File: config.mk
export PLATFORM = sky130hd
export DESIGN_NAME = hex_ascii_byte_rx_flat
export DESIGN_NICKNAME = d
export VERILOG_FILES = /design/src/rtl/hex_ascii_byte_rx_if.sv /design/src/rtl/hex_ascii_byte_rx.sv /design/src/flat_wrapper.sv
export SDC_FILE = /design/constraint.sdc
export NUM_CORES = 1
export LEC_CHECK = 0
export BUFFER_PORTS_ARGS = -buffer_cell sky130_fd_sc_hd__buf_4
export CAP_MARGIN = 30
export CORE_MARGIN = 1.5
export CORE_UTILIZATION = 50
export CTS_BUF_LIST = sky130_fd_sc_hd__clkbuf_8
export CTS_CLUSTER_SIZE = 24
export DETAILED_ROUTE_END_ITERATION = 6
export GPL_ROUTABILITY_DRIVEN = 0
export HOLD_SLACK_MARGIN = 0.08
export PLACE_DENSITY = 0.76
export REMOVE_ABC_BUFFERS = 1
export SLEW_MARGIN = 20
export SYNTH_ARGS = -nofsm -noshare
export SYNTH_HDL_FRONTEND = slang
export SYNTH_SLANG_ARGS = --single-unit
File: constraint.sdc
create_clock -name clk -period 1.8 [get_ports clk]
set_clock_uncertainty 0.15 [all_clocks]
set_input_delay 0.09 -clock clk [delete_from_list [all_inputs] [get_ports clk]]
set_output_delay 0.09 -clock clk [all_outputs]
set_load 0.005 [all_outputs]
File: src/rtl/hex_ascii_byte_rx_if.sv
// Character-in / byte-out bus for the ASCII hex receive decoder.
// The slave view is the decoder; the master view is its character source and byte consumer.
interface hex_ascii_byte_rx_if;
  logic       in_valid;
  logic [7:0] in_data;
  logic       out_valid;
  logic       out_ready;
  logic [7:0] out_data;
  logic       pending;
  logic       err_invalid;
  logic       err_overflow;

  modport master (
    output in_valid, in_data, out_ready,
    input  out_valid, out_data, pending, err_invalid, err_overflow
  );

  modport slave (
    input  in_valid, in_data, out_ready,
    output out_valid, out_data, pending, err_invalid, err_overflow
  );
endinterface

File: src/rtl/hex_ascii_byte_rx.sv
// Decodes pairs of ASCII hex digits (high nibble first) into bytes on a valid/ready register.
// A separator after a lone digit completes the byte as 0x0N; a stale lone digit can time out.
module hex_ascii_byte_rx #(
  parameter bit          ALLOW_LOWERCASE = 1'b1,
  parameter int unsigned TIMEOUT_CYCLES  = 0
) (
  input logic               clk,
  input logic               resetn,
  hex_ascii_byte_rx_if.slave bus
);

  localparam int unsigned CNT_W = 24;
  localparam logic [0:0] ST_EMPTY   = 1'b0;
  localparam logic [0:0] ST_HAVE_HI = 1'b1;

  logic [0:0]       state_q, state_d;
  logic [3:0]       nib_q, nib_d;
  logic [CNT_W-1:0] cnt_q, cnt_d;
  logic             out_valid_q, out_valid_d;
  logic [7:0]       out_data_q, out_data_d;
  logic             err_inv_q, err_inv_d;
  logic             err_ovf_q, err_ovf_d;

  logic             is_digit_c;
  logic             is_sep_c;
  logic [3:0]       nib_c;
  logic             emit_c;
  logic [7:0]       emit_byte_c;

  // Character classification
  always_comb begin
    is_digit_c = 1'b0;
    is_sep_c   = 1'b0;
    nib_c      = 4'h0;
    if (bus.in_data >= 8'h30 && bus.in_data <= 8'h39) begin
      is_digit_c = 1'b1;
      nib_c      = 4'(bus.in_data - 8'h30);
    end else if (bus.in_data >= 8'h41 && bus.in_data <= 8'h46) begin
      is_digit_c = 1'b1;
      nib_c      = 4'(bus.in_data - 8'h37);
    end else if (ALLOW_LOWERCASE && bus.in_data >= 8'h61 && bus.in_data <= 8'h66) begin
      is_digit_c = 1'b1;
      nib_c      = 4'(bus.in_data - 8'h57);
    end else begin
      case (bus.in_data)
        8'h20, 8'h09, 8'h0D, 8'h0A, 8'h2C: is_sep_c = 1'b1;
        default:                           is_sep_c = 1'b0;
      endcase
    end
  end

  // Next state, nibble latch, idle timeout and emit decision
  always_comb begin
    state_d     = state_q;
    nib_d       = nib_q;
    cnt_d       = cnt_q;
    err_inv_d   = 1'b0;
    emit_c      = 1'b0;
    emit_byte_c = 8'h00;
    if (bus.in_valid) begin
      cnt_d = '0;
      case (state_q)
        ST_EMPTY: begin
          if (is_digit_c) begin
            nib_d   = nib_c;
            state_d = ST_HAVE_HI;
          end else if (!is_sep_c) begin
            err_inv_d = 1'b1;
          end
        end
        ST_HAVE_HI: begin
          state_d = ST_EMPTY;
          if (is_digit_c) begin
            emit_c      = 1'b1;
            emit_byte_c = {nib_q, nib_c};
          end else if (is_sep_c) begin
            emit_c      = 1'b1;
            emit_byte_c = {4'h0, nib_q};
          end else begin
            err_inv_d = 1'b1;
          end
        end
        default: state_d = ST_EMPTY;
      endcase
    end else if (state_q == ST_HAVE_HI) begin
      // Drop the lone digit once TIMEOUT_CYCLES idle cycles have elapsed
      if (TIMEOUT_CYCLES != 0 && (cnt_q + CNT_W'(1)) == CNT_W'(TIMEOUT_CYCLES)) begin
        state_d = ST_EMPTY;
        cnt_d   = '0;
      end else begin
        cnt_d = cnt_q + CNT_W'(1);
      end
    end
  end

  // Output register: load, consume-and-reload, drop on full, or drain
  always_comb begin
    out_valid_d = out_valid_q;
    out_data_d  = out_data_q;
    err_ovf_d   = 1'b0;
    if (emit_c) begin
      if (!out_valid_q || bus.out_ready) begin
        out_valid_d = 1'b1;
        out_data_d  = emit_byte_c;
      end else begin
        err_ovf_d = 1'b1;
      end
    end else if (out_valid_q && bus.out_ready) begin
      out_valid_d = 1'b0;
    end
  end

  always_ff @(posedge clk or negedge resetn) begin
    if (!resetn) begin
      state_q     <= ST_EMPTY;
      nib_q       <= 4'h0;
      cnt_q       <= '0;
      out_valid_q <= 1'b0;
      out_data_q  <= 8'h00;
      err_inv_q   <= 1'b0;
      err_ovf_q   <= 1'b0;
    end else begin
      state_q     <= state_d;
      nib_q       <= nib_d;
      cnt_q       <= cnt_d;
      out_valid_q <= out_valid_d;
      out_data_q  <= out_data_d;
      err_inv_q   <= err_inv_d;
      err_ovf_q   <= err_ovf_d;
    end
  end

  assign bus.out_valid    = out_valid_q;
  assign bus.out_data     = out_data_q;
  assign bus.pending      = (state_q == ST_HAVE_HI);
  assign bus.err_invalid  = err_inv_q;
  assign bus.err_overflow = err_ovf_q;

endmodule

File: src/flat_wrapper.sv
// flat-port wrapper written by rule: the top's interface ports become plain ports
module hex_ascii_byte_rx_flat 
#(
  parameter bit          ALLOW_LOWERCASE = 1'b1,
  parameter int unsigned TIMEOUT_CYCLES  = 0
)
  (clk, resetn, bus_in_valid, bus_in_data, bus_out_ready, bus_out_valid, bus_out_data, bus_pending, bus_err_invalid, bus_err_overflow);
  hex_ascii_byte_rx_if bus_i ();
  input logic clk;
  input logic resetn;
  input wire logic [$bits(bus_i.in_valid)-1:0] bus_in_valid;
  input wire logic [$bits(bus_i.in_data)-1:0] bus_in_data;
  input wire logic [$bits(bus_i.out_ready)-1:0] bus_out_ready;
  output wire logic [$bits(bus_i.out_valid)-1:0] bus_out_valid;
  output wire logic [$bits(bus_i.out_data)-1:0] bus_out_data;
  output wire logic [$bits(bus_i.pending)-1:0] bus_pending;
  output wire logic [$bits(bus_i.err_invalid)-1:0] bus_err_invalid;
  output wire logic [$bits(bus_i.err_overflow)-1:0] bus_err_overflow;
  assign bus_i.in_valid = bus_in_valid;
  assign bus_i.in_data = bus_in_data;
  assign bus_i.out_ready = bus_out_ready;
  assign bus_out_valid = bus_i.out_valid;
  assign bus_out_data = bus_i.out_data;
  assign bus_pending = bus_i.pending;
  assign bus_err_invalid = bus_i.err_invalid;
  assign bus_err_overflow = bus_i.err_overflow;
  hex_ascii_byte_rx #(.ALLOW_LOWERCASE(ALLOW_LOWERCASE), .TIMEOUT_CYCLES(TIMEOUT_CYCLES)) u_core (.clk(clk), .resetn(resetn), .bus(bus_i));
endmodule
# Word-level counts from Yosys, hierarchy flattened
# Index checks and enable logic that the tools add are counted.
[word_totals]
register_bits = 16
latch_bits = 0
ramBits = 0
mem_bits_ro = 0
in_bits = 12
out_inout_bits = 12
word_cells = 61
memories = 0
[classes]
n_addsub = 3
mul = 0
div_mod_pow = 0
order_cmp = 6
eq_ne = 6
shift = 0
muxes = 28
bitwise_logic = 1
reduce_logical = 11
[ops]
columns = ["op", "count"]
rows = [
  ["8-bit by 4-bit == test with 1-bit output, second input constant", 3],
  ["8-bit two-way mux", 3],
  ["1-bit two-way mux", 20],
  ["8-bit by 6-bit == test with 1-bit output, second input constant", 2],
  ["8-bit by 7-bit greater-or-equal comparator with 1-bit output, second input constant", 2],
  ["8-bit by 7-bit <= comparator with 1-bit output, second input constant", 2],
  ["4-bit two-way mux", 4],
  ["8-bit by 6-bit greater-or-equal comparator with 1-bit output, second input constant", 1],
  ["8-bit by 6-bit <= comparator with 1-bit output, second input constant", 1],
  ["4-bit by 3-bit subtractor with 4-bit output, second input constant", 2],
  ["5-bit OR reduction", 1],
  ["1-bit logical AND", 4],
  ["2-bit AND reduction", 2],
  ["4-bit by 1-bit subtractor with 4-bit output, second input constant", 1],
  ["3-bit AND reduction", 1],
  ["2-bit != test, second input constant", 1],
  ["1-bit case mux with 2 select lines", 1],
  ["2-bit nonzero test", 1],
  ["1-bit logical NOT", 1],
  ["1-bit logical OR", 1],
  ["1-bit inverter", 1],
]

# Longest topological paths before layout
# Gate-level depths: netlist of run 1.
[depth]
depth_word = 12
ltp_mapped = 8
mapped_depth_nobuf = 7

# Least setup slack after synthesis of run 1
# Ideal clock, no wire load.
[synth_timing]
kind = "input-to-reg"
startpoint = "input port bus_in_data[3]"
endpoint = "register u_core.out_data_q[0] (netlist: u_core.bus.out_data[0])"
setup_time_ns = 0.125
arrival_time_ns = 1.881
required_time_ns = 1.525
slack_ns = -0.356
path_stages = 7
n_path_buf = 2
path_cell_list = "buf_6 > or4b_4 > a311oi_2 > or2_1 > o2111a_1 > buf_6 > mux2_4"
[synth_via]
elab_chain_len = 11
word_cells_on_any_way = 34
classes_between = "order compare (6); eq/ne (5); mux (18); reduce/logical (5)"
[synth_rtl]
columns = ["item", "line", "text"]
rows = [
  ["start, declared", "flat_wrapper.sv:12", "input wire logic [$bits(bus_i.in_data)-1:0] bus_in_data;"],
  ["parallel branches: the longest is 11 deep, another holds 8-bit by 7-bit greater-or-equal comparator with 1-bit output", "--", ""],
  ["end signal, assigned", "hex_ascii_byte_rx.sv:127", "out_data_q <= out_data_d;"],
  ["end, declared", "hex_ascii_byte_rx.sv:20", "logic [7:0] out_data_q, out_data_d;"],
]
# Parallel ways; which one is timed is not known.
# A chain may end at the register's enable or synchronous reset.

# Worst setup path in the final report of run 1
[layout_timing]
startpoint = "input port bus_in_data[4]"
endpoint = "register u_core.out_data_q[2] (netlist: u_core.bus.out_data[2])"
# The elaborated chain is that of the path after synthesis.

==> flow_metrics.py, run 1 <==
metrics = {
    "worst_setup_path": {
        "ff2ff_setup_slack_ns": 0.35,
        "r2r-end": "u_core.nib_q[2]$_DFFE_PN0P_",
        "endpoint_kind": "flop",
        "crit_type": "input pin to flop",
        "r2r_start": "u_core.bus.pending$_DFFE_PN0P_",
        "start_kind": "input pin",
        "worst-endpoint-arrival_ns": 1.84,
        "required_ns": 1.79,
        "cp_max_fo": 4,
        "r2r_cells": 4,
        "worstSetupStartpoint": "bus_in_data[4]",
        "crit_path_end": "u_core.bus.out_data[2]$_DFFE_PN0P_",
    },
    "routing": {
        "route.detailed.drc": 0,
        "dr.pass1.iters": 4,
        "antenna_left": 0,
        "route.vias.total": 843,
        "viasPerCell": 5.27,
        "wl_per_cell_um": 14.7,
        "first_iter_violations": 21,
        "drt-total-wl_um": 2350,
    },
    "synthesis": {
        "synth.most_common_cell": "dfrtp_1",
        "yosysWarningCount": 0,
        "synth_seq_cells": 16,
        "synth_cell_types": 33,
        "syn_area_um2": 950,
        "synth_area_leaders": "dfrtp_1, ha_1, mux2i_1",
        "yosysSeqAreaShare_pct": 42.2,
        "netlist_instances": 86,
        "synthArstFlopShare_pct": 100,
        "synth_edf_count": 0,
        "synth.top_cells.by_count": "dfrtp_1, inv_1, nand2_1",
        "synthFlopType": "dfrtp_1",
        "yosys.area.top_type": "dfrtp_1",
        "synth_top_area_share_pct": 42.2,
        "avgSynthCellArea_um2": 11.0,
    },
    "clocking": {
        "cts-root-buf": "clkbuf_8",
        "clock_latency_ns": 0.26,
        "cts.path.max_buffers": 2,
        "htree_levels": 1,
        "cts_tree": "yes",
        "path_clk_slew_ns": 0.06,
        "cts.sinks": 16,
        "cts_buffers": 3,
    },
    "sta": {
        "finalMaxSlewViolations": 0,
        "min_period_ns": 1.84,
        "min_period_over_period_pct": 102,
        "grt_setup_unrepaired": "yes",
        "relSlewSlack_pct": 53.0,
        "final.setup.worst_slack_ns": -0.0434,
        "hold_viol": 0,
        "tightest_slew_ns": 0.702,
        "setup-tns-final_ns": -0.154,
        "fmax_ghz": 0.542,
        "setup_viol": 6,
    },
    "final_layout": {
        "layout-drive-gt1-share_pct": 47.4,
        "fillers": 118,
        "final_nets": 152,
        "ff_latch_area_um2": 400,
        "post-route-util_pct": 80.4,
        "antennaDiodeCount": 0,
        "area_growth_pct": 49.4,
        "multiInputGateArea_um2": 513,
    },
    "job": {
        "maxCapViolCount": 0,
    },
    "floorplanning": {
        "num_rows": 15,
        "die_area_um2": 2170,
        "fp.dieW_um": 46.6,
        "initial_core_util_pct": 53.8,
        "io_pins": 24,
        "die_h_um": 46.6,
        "core_um2": 1760,
    },
    "outcome": {
        "status": "finished, violations left",
        "violations": "negative setup slack",
    },
    "grt": {
        "grt_max_degree": 17,
        "antenna_found_initial": 0,
        "grt_pass1_vias": 841,
        "grt_use_total_pct": 24.5,
        "grt-ovfl-total": 0,
        "grt_pass1_wl_um": 3620,
    },
    "placed_design": {
        "io_buffers": 23,
        "dp_slack_ns": -0.309,
        "hpwl_um": 1690,
    },
    "min_path": {
        "hold_path_class": "input pin to flop",
    },
    "power_and_ir_drop": {
        "power_leakage_uw": 0.000682,
        "cellPowerDensity_nw_per_um2": 680,
        "peakVddDrop_mv": 0.592,
        "power_uw": 965,
    },
}
[metal layers]
metal / GRT usage [%] / vias up / wire [µm]
met3: 8.24 / 5 / 109
met5: 0 / - / 0
li1: - / 405 / -
met2: 44.2 / 27 / 1210
met1: 27.0 / 406 / 1000
met4: 6.86 / 0 / 31
[kinds of logic after synthesis]
| family | after synthesis | synth area share [%] |
|---|---|---|
| AND/OR/NAND/NOR | 20 | 12.1 |
| XOR/XNOR | 1 | 0.922 |
| buffers and inverters | 12 | 6.72 |
| adder cells (fa/ha/maj) | 4 | 5.27 |
| AO/OA/AOI/OAI | 23 | 20.4 |
| multiplexers | 10 | 12.4 |
| flip-flops | 16 | 42.2 |
[through the flow]
stage / std cells / area (µm²) / hold WS, ns
detailed placement: 151 / 1270 / -0.193
global placement: 151 / 1270 / -0.199
floorplan: 83 / 920 / -0.356
CTS: 161 / 1390 / 0.140
global route: 160 / 1420 / 0.171
finish: 160 / 1420 / 0.151
[placed cells by master, fill, tap and decap left out, types with 2 or more instances in the layout]
| master | netlist | final |
|---|---|---|
| buf_4 | 1 | 40 |
| a21oi_1 | 4 | 4 |
| nor2_1 | 3 | 3 |
| mux2i_1 | 5 | 5 |
| dfrtp_1 | 16 | 16 |
| nand2b_1 | 2 | 2 |
| mux2_2 | 2 | 2 |
| clkbuf_8 | 0 | 4 |
| o211ai_1 | 4 | 4 |
| buf_6 | 2 | 4 |
| o21ai_0 | 4 | 4 |
| dlygate4sd3_1 | 0 | 4 |
| ha_1 | 4 | 2 |
| nand2_1 | 7 | 7 |
| mux2_4 | 3 | 3 |
| inv_1 | 9 | 8 |
[final cells by class]
type	instances	area share [%]
clock buffers	4	3.88
inverters	9	2.38
multi-input cells	58	36.2
flip-flops and latches	16	28.2
well taps	25	2.20
repair buffers	48	27.2
[critical path: stages]
cell and delay [ns]:
buf_6 0.10, or4b_4 0.54, a311oi_2 0.29, or2_1 0.17
o2111a_1 0.23, buf_6 0.13, mux2_4 0.29
[registers in the layout, summed over array words and instances, names as in the netlist]
| name | count |
|---|---|
| u_core.bus.out_data | 8 |
| u_core.bus.err_overflow | 1 |
| u_core.bus.out_valid | 1 |
| u_core.nib_q | 4 |
| u_core.bus.pending | 1 |
| u_core.bus.err_invalid | 1 |
[how the worst min path moves through the flow]
stage                   startpoint                          endpoint  slack [ns]  depth (start not counted)
floorplan                   resetn  u_core.bus.err_invalid$_DFF_PN0_       -0.36                          0
global placement            resetn  u_core.bus.err_invalid$_DFF_PN0_       -0.20                          1
detailed placement          resetn    u_core.bus.pending$_DFFE_PN0P_       -0.19                          1
CTS                 bus_in_data[3]       u_core.nib_q[3]$_DFFE_PN0P_        0.14                          4
global route        bus_in_data[3]       u_core.nib_q[3]$_DFFE_PN0P_        0.17                          4
finish              bus_in_data[3]       u_core.nib_q[3]$_DFFE_PN0P_        0.15                          4
[power breakdown]
group	total, µW	internal (µW)	switching (µW)	leakage, µW
Sequential	436	406	30.2	0.000198
Combinational	207	119	87.4	0.000455
Clock	322	195	128	0.0000288
[timing repair]
action                     CTS  global route
buffers inserted             2             0
hold buffers                 4             0
hold endpoints to repair    20             0
setup endpoints to repair    5            11
pin swaps                    4             6
resized for setup            2             9
Note: power is estimated with default switching activity, not from simulation.
==> run 2: changes to the inputs <==
BUFFER_PORTS_ARGS = -buffer_cell sky130_fd_sc_hd__clkbuf_2   (was -buffer_cell sky130_fd_sc_hd__buf_4)
CORE_MARGIN = 3   (was 1.5)
==> flow_metrics.py, run 2 (synthesis gave the netlist of run 1 again) <==
metrics = {
    "clocking": {
        "htree_levels": 1,
        "cts_buffers": 3,
        "path_clk_slew_ns": 0.06,
        "cts.sinks": 16,
        "clock_latency_ns": 0.24,
        "cts.path.max_buffers": 2,
        "cts-root-buf": "clkbuf_8",
        "cts_tree": "yes",
    },
    "routing": {
        "wl_per_cell_um": 15.9,
        "dr.pass1.iters": 4,
        "route.detailed.drc": 0,
        "antenna_left": 0,
        "viasPerCell": 5.42,
        "drt-total-wl_um": 2540,
        "route.vias.total": 867,
        "first_iter_violations": 31,
    },
    "final_layout": {
        "area_growth_pct": 47.4,
        "antennaDiodeCount": 0,
        "stdcell_area_um2": 1400,
        "largest_register_ffs": 8,
        "layout-drive-gt1-share_pct": 50.4,
        "final_cell_mix": "buf_4, clkbuf_2, dfrtp_1, inv_1, nand2_1",
        "fillers": 120,
        "final_nets": 153,
        "final_common_cell": "buf_4",
    },
    "worst_setup_path": {
        "required_ns": 1.78,
        "endpoint_kind": "flop",
        "crit_type": "input pin to flop",
        "start_kind": "input pin",
        "cp_max_fo": 6,
        "worstSetupStartpoint": "bus_in_data[0]",
        "r2r_cells": 4,
        "worst-endpoint-arrival_ns": 1.76,
        "r2r_start": "u_core.bus.pending$_DFFE_PN0P_",
    },
    "min_path": {
        "hold_path_class": "input pin to async pin",
    },
    "sta": {
        "grt_setup_unrepaired": "yes",
        "setup_viol": 0,
        "relSlewSlack_pct": 73.8,
        "fmax_ghz": 0.559,
        "min_period_ns": 1.79,
        "final.setup.worst_slack_ns": 0.0125,
        "min_period_over_period_pct": 99.3,
        "tightest_slew_ns": 0.393,
        "hold_viol": 0,
        "finalMaxSlewViolations": 0,
    },
    "grt": {
        "grt_pass1_wl_um": 4080,
        "grt_pass1_vias": 909,
        "grt_max_degree": 17,
        "grt-ovfl-total": 0,
        "grt_use_total_pct": 21.6,
        "antenna_found_initial": 0,
    },
    "floorplanning": {
        "initial_core_util_pct": 53.8,
        "die_area_um2": 2460,
        "num_rows": 15,
        "fp.dieW_um": 49.6,
        "io_pins": 24,
        "core_um2": 1760,
        "die_h_um": 49.6,
    },
    "placed_design": {
        "hpwl_um": 1770,
        "dp_slack_ns": -0.291,
        "io_buffers": 23,
        "postPlaceCellArea_um2": 1220,
    },
    "power_and_ir_drop": {
        "peakVddDrop_mv": 0.737,
        "power_leakage_uw": 0.000672,
        "cellPowerDensity_nw_per_um2": 636,
    },
    "job": {
        "maxCapViolCount": 0,
    },
    "outcome": {
        "status": "complete, no violations",
    },
}
run 2: per-layer routing:
metal / routed length [µm] / global-route usage, % / up-vias
met4: 28 / 2.76 / 0
met1: 940 / 24.7 / 423
met3: 149 / 4.83 / 4
met2: 1420 / 41.4 / 35
li1: - / - / 405
met5: 0 / 0 / -
run 2: repair_timing:
item / in CTS / in global routing
hold buffers: 3 / 0
gates cloned: 0 / 0
setup endpoints to repair: 8 / 9
hold endpoints to repair: 20 / 0
resized for setup: 4 / 16
setup buffers: 2 / 1
pin swaps: 4 / 3
run 2: area by class of cell:
class	count	area [µm²]	share of cell area, %
clock buffers	3	41.3	2.95
inverters	9	38.8	2.77
multi-input cells	58	542	38.7
flip-flops and latches	16	400	28.6
well taps	25	31.3	2.23
repair buffers	49	347	24.8
run 2: worst max-delay path: stages:
cell	delay, ns
clkbuf_8	0.13
inv_6	0.06
ha_4	0.11
nor2b_1	0.14
o211ai_1	0.15
a2111oi_4	0.40
o2111a_1	0.23
buf_6	0.14
mux2_4	0.30
run 2: final timing paths:
check                                                           to  slack [ns]
worst max-delay path            u_core.bus.out_data[2]$_DFFE_PN0P_        0.01
worst min-delay path                   u_core.nib_q[3]$_DFFE_PN0P_        0.15
worst max register to register         u_core.nib_q[2]$_DFFE_PN0P_        0.37
worst min register to register  u_core.bus.out_data[6]$_DFFE_PN0P_        0.37
max in group asynchronous       u_core.bus.out_data[2]$_DFFE_PN0P_        1.07
min in group clk                       u_core.nib_q[3]$_DFFE_PN0P_        0.17
run 2: report_power, final:
part	switching, µW	leakage [µW]	internal, µW	total (µW)
sequential	29.8	0.000198	406	436
clock	109	0.0000216	148	257
combinational	94.1	0.000453	103	197
total	233	0.000672	657	890
run 2: through the flow:
| stage | power (µW) | hold slack, ns | util [%] | cells | TNS, ns |
|---|---|---|---|---|---|
| after floorplan | 509 | -0.356 | - | 83 | -2.11 |
| after global placement | 601 | -0.127 | 68.9 | 151 | -2.14 |
| after detailed placement | 612 | -0.120 | 68.9 | 151 | -2.85 |
| after CTS | 880 | 0.155 | 74.8 | 159 | 0 |
| after global routing | 941 | 0.169 | 79.4 | 160 | -0.380 |
| final | 890 | 0.153 | 79.4 | 160 | 0 |
